## config.mk

```make
export PLATFORM = sky130hd
export DESIGN_NAME = vending_machine_gen
export DESIGN_NICKNAME = d
export VERILOG_FILES = /design/src/rtl/vending_machine_gen.sv
export SDC_FILE = /design/constraint.sdc
export NUM_CORES = 1
export LEC_CHECK = 0
export ABC_AREA = 1
export BUFFER_PORTS_ARGS = -buffer_cell sky130_fd_sc_hd__buf_2
export CELL_PAD_IN_SITES_DETAIL_PLACEMENT = 1
export CELL_PAD_IN_SITES_GLOBAL_PLACEMENT = 2
export CORE_MARGIN = 2
export CORE_UTILIZATION = 25
export DETAILED_ROUTE_END_ITERATION = 7
export PLACE_DENSITY = 0.7
export SYNTH_ARGS = -nofsm -noshare
export SYNTH_HDL_FRONTEND = slang
export SYNTH_SLANG_ARGS = --single-unit
```

## constraint.sdc

```tcl
create_clock -name clk -period 2.94 [get_ports clk]
set_clock_uncertainty 0.2 [all_clocks]
set_input_delay 0.588 -clock clk [delete_from_list [all_inputs] [get_ports clk]]
set_output_delay 0.588 -clock clk [all_outputs]
set_load 0.03 [all_outputs]
```

## src/rtl/vending_machine_gen.sv

```systemverilog
// Parametrised vending controller: coin credit, keypad row/column selection,
// per-slot price and stock, dispense plus change/refund outputs.

module vending_slot #(
  parameter int MONEY_W    = 16,
  parameter int STOCK_W    = 4,
  parameter int INIT_STOCK = 3,
  parameter int RST_PRICE  = 100
) (
  input  logic               clk,
  input  logic               rst_n_i,
  input  logic               en_i,
  input  logic               price_we_i,
  input  logic [MONEY_W-1:0] price_i,
  input  logic               restock_i,
  input  logic               dec_i,
  output logic [MONEY_W-1:0] price_o,
  output logic               empty_o
);
  logic [MONEY_W-1:0] price_q;
  logic [STOCK_W-1:0] stock_q;

  always_ff @(posedge clk or negedge rst_n_i) begin
    if (!rst_n_i) begin
      price_q <= MONEY_W'(RST_PRICE);
      stock_q <= STOCK_W'(INIT_STOCK);
    end else if (en_i) begin
      if (price_we_i) price_q <= price_i;
      // a restock landing on the dispense cycle wins over the decrement
      if (restock_i)                       stock_q <= STOCK_W'(INIT_STOCK);
      else if (dec_i && stock_q != '0)     stock_q <= stock_q - 1'b1;
    end
  end

  assign price_o = price_q;
  assign empty_o = (stock_q == '0);
endmodule

module vending_machine_gen #(
  parameter  int ROWS       = 4,
  parameter  int COLS       = 4,
  parameter  int MONEY_W    = 16,
  parameter  int STOCK_W    = 4,
  parameter  int INIT_STOCK = 3,
  parameter  int PRICE_BASE = 100,
  parameter  int PRICE_STEP = 25,
  parameter  int TIMEOUT    = 64,
  localparam int IDX_W      = $clog2(ROWS*COLS)
) (
  input  logic               clk,
  input  logic               reset,
  input  logic               coin_valid,
  input  logic [MONEY_W-1:0] coin_value,
  input  logic [ROWS-1:0]    row_sel,
  input  logic [COLS-1:0]    col_sel,
  input  logic               cancel,
  input  logic               cfg_we,
  input  logic [IDX_W-1:0]   cfg_idx,
  input  logic [MONEY_W-1:0] cfg_price,
  input  logic               restock,
  output logic [MONEY_W-1:0] credit,
  output logic [MONEY_W-1:0] price,
  output logic [MONEY_W-1:0] change,
  output logic               change_valid,
  output logic [IDX_W-1:0]   selection,
  output logic               dispensing,
  output logic               sold_out,
  output logic               invalid
);
  localparam int N     = ROWS * COLS;
  localparam int TMR_W = $clog2(TIMEOUT + 1);

  typedef enum logic [2:0] {
    S_IDLE, S_ROW, S_CHECK, S_WAIT, S_DISP, S_REFUND
  } state_t;

  state_t             state_q, state_d;
  logic               run_q;
  logic [ROWS-1:0]    row_q, row_prev_q;
  logic [COLS-1:0]    col_q, col_prev_q;
  logic [IDX_W-1:0]   row_idx_q, row_idx_d, idx_q, idx_d;
  logic [MONEY_W-1:0] price_q, price_d, credit_q, credit_d;
  logic [TMR_W-1:0]   tmr_q, tmr_d;
  logic               sold_out_q, sold_out_d, invalid_q, invalid_d;

  logic [N-1:0][MONEY_W-1:0] slot_price;
  logic [N-1:0]              slot_empty;

  logic               row_hit, col_hit, row_1h, col_1h, row_ok, col_ok;
  logic [IDX_W-1:0]   row_enc, col_enc, sel_idx;
  logic [MONEY_W-1:0] tab_price, base;
  logic [MONEY_W:0]   sum;

  // Reset release is retimed by one flop; logic starts acting one edge later.
  always_ff @(posedge clk or negedge reset) begin
    if (!reset) run_q <= 1'b0;
    else        run_q <= 1'b1;
  end

  for (genvar i = 0; i < N; i++) begin : g_slot
    vending_slot #(
      .MONEY_W   (MONEY_W),
      .STOCK_W   (STOCK_W),
      .INIT_STOCK(INIT_STOCK),
      .RST_PRICE (PRICE_BASE + PRICE_STEP * (i / COLS + i % COLS))
    ) u_slot (
      .clk       (clk),
      .rst_n_i   (reset),
      .en_i      (run_q),
      .price_we_i(cfg_we && cfg_idx == IDX_W'(i)),
      .price_i   (cfg_price),
      .restock_i (restock && cfg_idx == IDX_W'(i)),
      .dec_i     (dispensing && idx_q == IDX_W'(i)),
      .price_o   (slot_price[i]),
      .empty_o   (slot_empty[i])
    );
  end

  assign tab_price = slot_price[idx_q];

  always_comb begin
    row_hit = (row_q != '0) && (row_prev_q == '0);
    col_hit = (col_q != '0) && (col_prev_q == '0);
    row_1h  = ((row_q & (row_q - 1'b1)) == '0);
    col_1h  = ((col_q & (col_q - 1'b1)) == '0);
    row_ok  = row_hit && row_1h;
    col_ok  = col_hit && col_1h;
    row_enc = '0;
    col_enc = '0;
    for (int r = 0; r < ROWS; r++) if (row_q[r]) row_enc = IDX_W'(r);
    for (int c = 0; c < COLS; c++) if (col_q[c]) col_enc = IDX_W'(c);
    sel_idx = IDX_W'(int'(row_idx_q) * COLS + int'(col_enc));
  end

  always_comb begin
    state_d    = state_q;
    row_idx_d  = row_idx_q;
    idx_d      = idx_q;
    price_d    = price_q;
    tmr_d      = tmr_q;
    sold_out_d = 1'b0;
    invalid_d  = (row_hit && !row_1h) || (col_hit && !col_1h);
    case (state_q)
      S_IDLE: begin
        if (cancel && credit_q != '0) state_d = S_REFUND;
        else if (row_ok) begin
          row_idx_d = row_enc;
          tmr_d     = '0;
          state_d   = S_ROW;
        end else if (col_ok) invalid_d = 1'b1;
      end
      S_ROW: begin
        if (cancel) state_d = (credit_q != '0) ? S_REFUND : S_IDLE;
        else if (col_ok) begin
          idx_d   = sel_idx;
          state_d = S_CHECK;
        end else if (row_ok) begin
          invalid_d = 1'b1;
          row_idx_d = row_enc;
          tmr_d     = '0;
        end else if (tmr_q == TMR_W'(TIMEOUT - 1)) state_d = S_IDLE;
        else tmr_d = tmr_q + 1'b1;
      end
      S_CHECK: begin
        price_d = tab_price;
        if (slot_empty[idx_q]) begin
          sold_out_d = 1'b1;
          state_d    = S_IDLE;
        end else if (credit_q >= tab_price) state_d = S_DISP;
        else state_d = S_WAIT;
      end
      S_WAIT: begin
        if (credit_q >= price_q) state_d = S_DISP;
        else if (cancel) state_d = S_REFUND;
        else if (row_ok) begin
          row_idx_d = row_enc;
          tmr_d     = '0;
          state_d   = S_ROW;
        end
      end
      S_DISP, S_REFUND: state_d = S_IDLE;
      default:          state_d = S_IDLE;
    endcase
  end

  assign dispensing   = (state_q == S_DISP);
  assign change_valid = (state_q == S_DISP) || (state_q == S_REFUND);
  assign change       = dispensing ? (credit_q - price_q) :
                        change_valid ? credit_q : '0;
  assign selection    = dispensing ? idx_q : '0;
  assign credit       = credit_q;
  assign price        = price_q;
  assign sold_out     = sold_out_q;
  assign invalid      = invalid_q;

  // Credit paid out this cycle is dropped, but a coin arriving now is kept.
  always_comb begin
    base     = change_valid ? '0 : credit_q;
    sum      = {1'b0, base} + {1'b0, (coin_valid ? coin_value : {MONEY_W{1'b0}})};
    credit_d = sum[MONEY_W] ? {MONEY_W{1'b1}} : sum[MONEY_W-1:0];
  end

  always_ff @(posedge clk or negedge reset) begin
    if (!reset) begin
      state_q    <= S_IDLE;
      row_q      <= '0;
      row_prev_q <= '0;
      col_q      <= '0;
      col_prev_q <= '0;
      row_idx_q  <= '0;
      idx_q      <= '0;
      price_q    <= '0;
      credit_q   <= '0;
      tmr_q      <= '0;
      sold_out_q <= 1'b0;
      invalid_q  <= 1'b0;
    end else if (run_q) begin
      state_q    <= state_d;
      row_q      <= row_sel;
      row_prev_q <= row_q;
      col_q      <= col_sel;
      col_prev_q <= col_q;
      row_idx_q  <= row_idx_d;
      idx_q      <= idx_d;
      price_q    <= price_d;
      credit_q   <= credit_d;
      tmr_q      <= tmr_d;
      sold_out_q <= sold_out_d;
      invalid_q  <= invalid_d;
    end
  end
endmodule

```

# Word-level counts from Yosys, hierarchy flattened
# Cells that the tools add are included.
# totals
ff_bits	389
output_inout_bits	56
wordCells	373
in_bits	50
mem_bits_ro	0
mem_bits_rw	0
mem_count	0
latch_bits	0
# classes
mul	0
n_lt_le_gt_ge	3
addsub	22
shift	0
bitwise	3
n_reduce_logical	171
eq_ne	44
mux	85
n_div	0
# ops
operator	n
4-bit two-way mux	43
16-bit two-way mux	6
4-bit logical NOT	22
4-bit nonzero test	18
4-bit by 1-bit subtractor with 4-bit output, second input constant	18
1-bit logical AND	71
2-bit AND reduction	33
16-bit binary-select mux with 4-bit select	1
4-bit == test, second input constant	16
7-bit two-way mux	8
3-bit two-way mux	11
4-bit by 3-bit == test with 1-bit output, second input constant	8
16-bit >= comparator	2
2-bit nonzero test	16
7-bit case mux with 3 select lines	1
16-bit by 16-bit adder with 17-bit output	1
4-bit by 2-bit == test with 1-bit output, second input constant	4
16-bit nonzero test	1
16-bit subtractor	1
3-bit case mux with 4 select lines	1
4-bit case mux with 3 select lines	1
1-bit two-way mux	11
2-bit inequality test, second input constant	5
4-bit AND	2
other kinds (21)	27

# Depth between registers and ports, before layout
# depth
word_depth	10
depth_mapped	23
ltp_nobuf	21

# Hierarchy
# Synthesis repeated with hierarchy kept, for this count alone.
# hier_totals
hier_cells	2490
area_unflattened_um2	22619.2
# modules_own_cells
mod	seq_area_each_um2	n_inst	area_per_inst_um2	cells_each
vending_machine_gen	1676.6	1	8152.8	1338
vending_slot (g_slot[12].u_slot ...)	510.5	7	905.9	72
vending_slot (g_slot[11].u_slot ...)	508.0	5	903.4	72
vending_slot (g_slot[0].u_slot ...)	506.7	4	902.1	72

# Worst setup path after synthesis
# Ideal clock, no wire load.
# synth_path
kind	register -> output
start	reg credit_q[0], in the netlist credit[0]
end	out change[14]
t_required_ps	2152
slack_ps	-269
stages_incl_launch_ff	13
path_buffers	0
arrival_time_ps	2421
cell_sequence	dfrtp_1 > inv_1 > ha_1 > fa_1 > inv_1 > nand2_1 > a21oi_1 > a21oi_1 > inv_1 > nand2_1 > nand3_1 > nand2_1 > o22ai_1
# synth_between
elab_chain_cells	2
# synth_rtl
item	line_no	rtl
start, declared	82	logic [MONEY_W-1:0] price_q, price_d, credit_q, credit_d;
start signal, assigned	226	credit_q <= credit_d;
16-bit subtractor	188	assign change = dispensing ? (credit_q - price_q) :
16-bit two-way mux	188	
end, declared	63	output logic [MONEY_W-1:0] change,
# Every way passes these cells.

# Final worst setup path
# layout_path
start	reg price_q[0], in the netlist price[0]
end	out change[12]
# layout_between
elab_chain_cells	2
# layout_rtl
item	line_no	rtl
start, declared	82	
start signal, assigned	225	price_q <= price_d;
16-bit subtractor	188	
16-bit two-way mux	188	
# Every way passes these cells.

==> flow_summary.json <==
{
  "violations": "negative setup slack",
  "hpwl_um": 54000,
  "synthFlopType": "dfrtp_1",
  "r2r_end": "state_q[1]",
  "fin_crit_sh_pct": 114,
  "via_per_inst": 4.83,
  "crit_path_end_kind": "output port",
  "routabilityCongestion": 0.888,
  "setup_viol": 17,
  "synth-edff-count": 0,
  "netlist_area_sq_um": 20400,
  "finalCriticalPeriod_ns": 3.37,
  "first_pass_iters": 5,
  "vias": 18791,
  "start_util_pct": 25.3,
  "start_kind": "register",
  "synth_warnings": 0,
  "status": "finished, violations left",
  "holdPathEnd": "g_slot[3].u_slot.price_o[4]",
  "synth.area.top_cells": "dfrtp_1 35%, dfstp_2 14%, nand2_1 12%, o21ai_0 8.2%, inv_1 4.9%",
  "arrival_ns": 2.58,
  "antenna_found_initial": 3,
  "synthCells": 2523,
  "yosysTopAreaCell": "dfrtp_1",
  "crit_type": "reg2out",
  "syn_to_final_growth_pct": 30.9,
  "grt_remaining_overflow": 0,
  "syn_avg_cell_area_sq_um": 8.07,
  "place_ws_ns": -0.322,
  "final_layout_size_suffix_gt1_share_pct": 25.9,
  "hold_path_depth": 3,
  "cts_buffer_depth": 3,
  "hold_ws_ns": 0.0316,
  "post-route-util_pct": 33.1,
  "drt-initial-drc-count": 912,
  "min_path_type": "in2reg",
  "ys_seq_area_share_pct": 48.2,
  "die_h_um": 289,
  "io_pins": 106,
  "cap_violations": 0,
  "async_reset_ff_share_pct": 100,
  "reg2reg_from": "idx_q[1]",
  "wl_um": 76100,
  "worst-path-max-fanout": 3,
  "worst_pin_slew_ns": 0.680,
  "worstHoldStart": "cfg_price[4]",
  "setup_slack_ns": -0.426,
  "grt_pass1_wl_um": 118000,
  "fmax_mhz": 297,
  "coreArea_sq_um": 80500,
  "worst_ir_drop_vdd_mv": 0.437,
  "rsz0062_at_grt": "true",
  "io_buffers": 105,
  "insertion_delay_ns": 0.62,
  "die_w_um": 289,
  "hold_viol": 0,
  "ys_types": 54,
  "wl_per_cell_um": 19.6,
  "drv_slew": 0,
  "cts-root-buf": "clkbuf_16",
  "critPathRequiredTime_ns": 2.15,
  "clk_pin_slew_ns": 0.06,
  "slew_headroom_pct": 54.7,
  "yosysTopAreaCellShare_pct": 34.5,
  "startpoint": "price[0]",
  "powerDensity_nw_per_um2": 943,
  "rows": 104,
  "drc": 0,
  "numCtsBuffers": 48,
  "reg2reg_slack_ns": -0.11,
  "grt_pass1_vias": 20193,
  "grt_use_total_pct": 18.2,
  "diodes": 0,
  "reg2reg_depth": 22,
  "clock_sinks": 387,
  "syn-num-nets": 2640,
  "grt_max_degree": 67,
  "cts_tree": "done",
  "p_leak_uw": 0.0121,
  "final_nets": 2911,
  "drtAntennaViolNets": 0,
  "dieArea_sq_um": 83800,
  "ys_ff_latch": 387,
  "ctsHtreeMaxLevel": 2
}
how the worst max path moves through the flow:
| stage | to | slack [ns] | cells after the start |
|---|---|---|---|
| after floorplan | change[12] | 0.007 | 12 |
| after global placement | state_q[1] | -0.30 | 20 |
| after detailed placement | state_q[1] | -0.32 | 20 |
| after CTS | change[12] | -0.46 | 12 |
| after global routing | change[12] | -0.56 | 13 |
| final | change[12] | -0.43 | 12 |
Yosys cell counts, drive strengths merged, types with 2 or more instances:
cell type	instances
fa	2
xor2	16
a31oi	9
and3	9
xnor2	7
a21oi	113
nand4	23
dfrtp	281
or2	2
nand2	634
buf	35
a21o	3
nor3	52
clkbuf	80
clkinv	2
nor3b	2
nand3b	5
o21bai	6
inv	276
a22oi	97
nor2	170
o22ai	32
nor4	6
dfstp	106
ha	65
o211ai	10
o31ai	3
o21ai	350
nand3	84
o21a	34
power by group:
part	leakage, uW	switching (uW)	internal [uW]
registers	0.00465	848	6760
logic	0.00674	6750	4870
clock network	0.000760	2490	3430
total	0.0121	10100	15100
state kept, by name (all words and copies together) (netlist names), 3 cells and up:
register	count
g_slot.u_slot.stock_q	64
col_q	4
idx_q	4
price	16
credit	16
g_slot.u_slot.price_o	256
state_q	3
col_prev_q	4
row_q	4
row_prev_q	4
tmr_q	7
cell usage in the layout (no fill, tap or decap), types with 10 or more instances in the layout:
cell type / count
nand2_1: 604
o21ai_0: 296
dfrtp_1: 276
inv_1: 256
buf_4: 182
nor2_1: 146
dfstp_2: 106
buf_2: 86
a22oi_1: 75
a21oi_1: 74
nand3_1: 73
clkbuf_16: 51
o21ai_1: 44
ha_1: 44
o21a_1: 34
nor3_1: 33
a21oi_2: 29
buf_6: 29
buf_12: 27
nand2_2: 26
nand4_1: 23
a22oi_2: 22
o22ai_1: 22
nor2_2: 20
ha_4: 18
clkbuf_1: 17
inv_2: 16
xor2_1: 15
nor3_4: 10
a21oi_4: 10
o211ai_1: 10
clkbuf_8: 10
kinds of logic (layout without fill, tap and decap cells):
logic type / count (synthesis) / in the layout / synth area share, %
fa+ha+maj: 67 / 67 / 4.19
buf+inv: 393 / 703 / 7.54
mux: 2 / 2 / 0.104
compound gates: 662 / 662 / 18.6
xor+xnor: 23 / 23 / 0.989
flops: 387 / 387 / 48.2
simple gates: 988 / 988 / 20.3
other cells: 1 / 1 / 0.0184
worst max-delay path: stages (launching register included):
cell	delay, ns
dfrtp_1	0.43
ha_4	0.19
fa_2	0.33
inv_2	0.09
nand2_4	0.07
a21oi_4	0.17
a21oi_4	0.10
o21bai_4	0.16
nand2_2	0.07
nand3b_1	0.10
nand3_2	0.08
nand2_2	0.06
buf_6	0.12
cell type report:
class | count | area, sq um
clock inverters | 13 | 139
flip-flops and latches | 387 | 9820
well taps | 1060 | 1330
clock buffers | 76 | 1430
fillers | 9434 | 53900
multi-input cells | 1743 | 10000
repair buffers | 336 | 2850
inverters | 278 | 1060
metrics by stage:
step           area [sq um]  TNS [ns]  total power (uW)  cells
2_1_floorplan         20400         0             12700   2523
3_3_place_gp          23300     -1.24             16500   3742
3_5_place_dp          23300     -1.42             16800   3742
4_1_cts               26000     -4.30             24400   3872
5_1_grt               26700     -6.37             26800   3893
6_report              26700     -4.29             25100   3893
layer usage:
layer / wire length [um] / GRT usage, % / share of wire [%]
met1: 34500 / 24.1 / 45
met3: 2910 / 2.83 / 3.8
met4: 1880 / 4.91 / 2.5
met2: 36800 / 30.7 / 48
met5: 29 / 0 / 0.038
what timing repair did:
action,CTS,global route
gates cloned,3,2
pin swaps,56,75
hold buffers,4,0
endpoints found under the hold margin,56,0
setup buffers,38,22
resized for setup,214,100
setup endpoints to repair,21,39
Power figures use the tool's default switching activity.
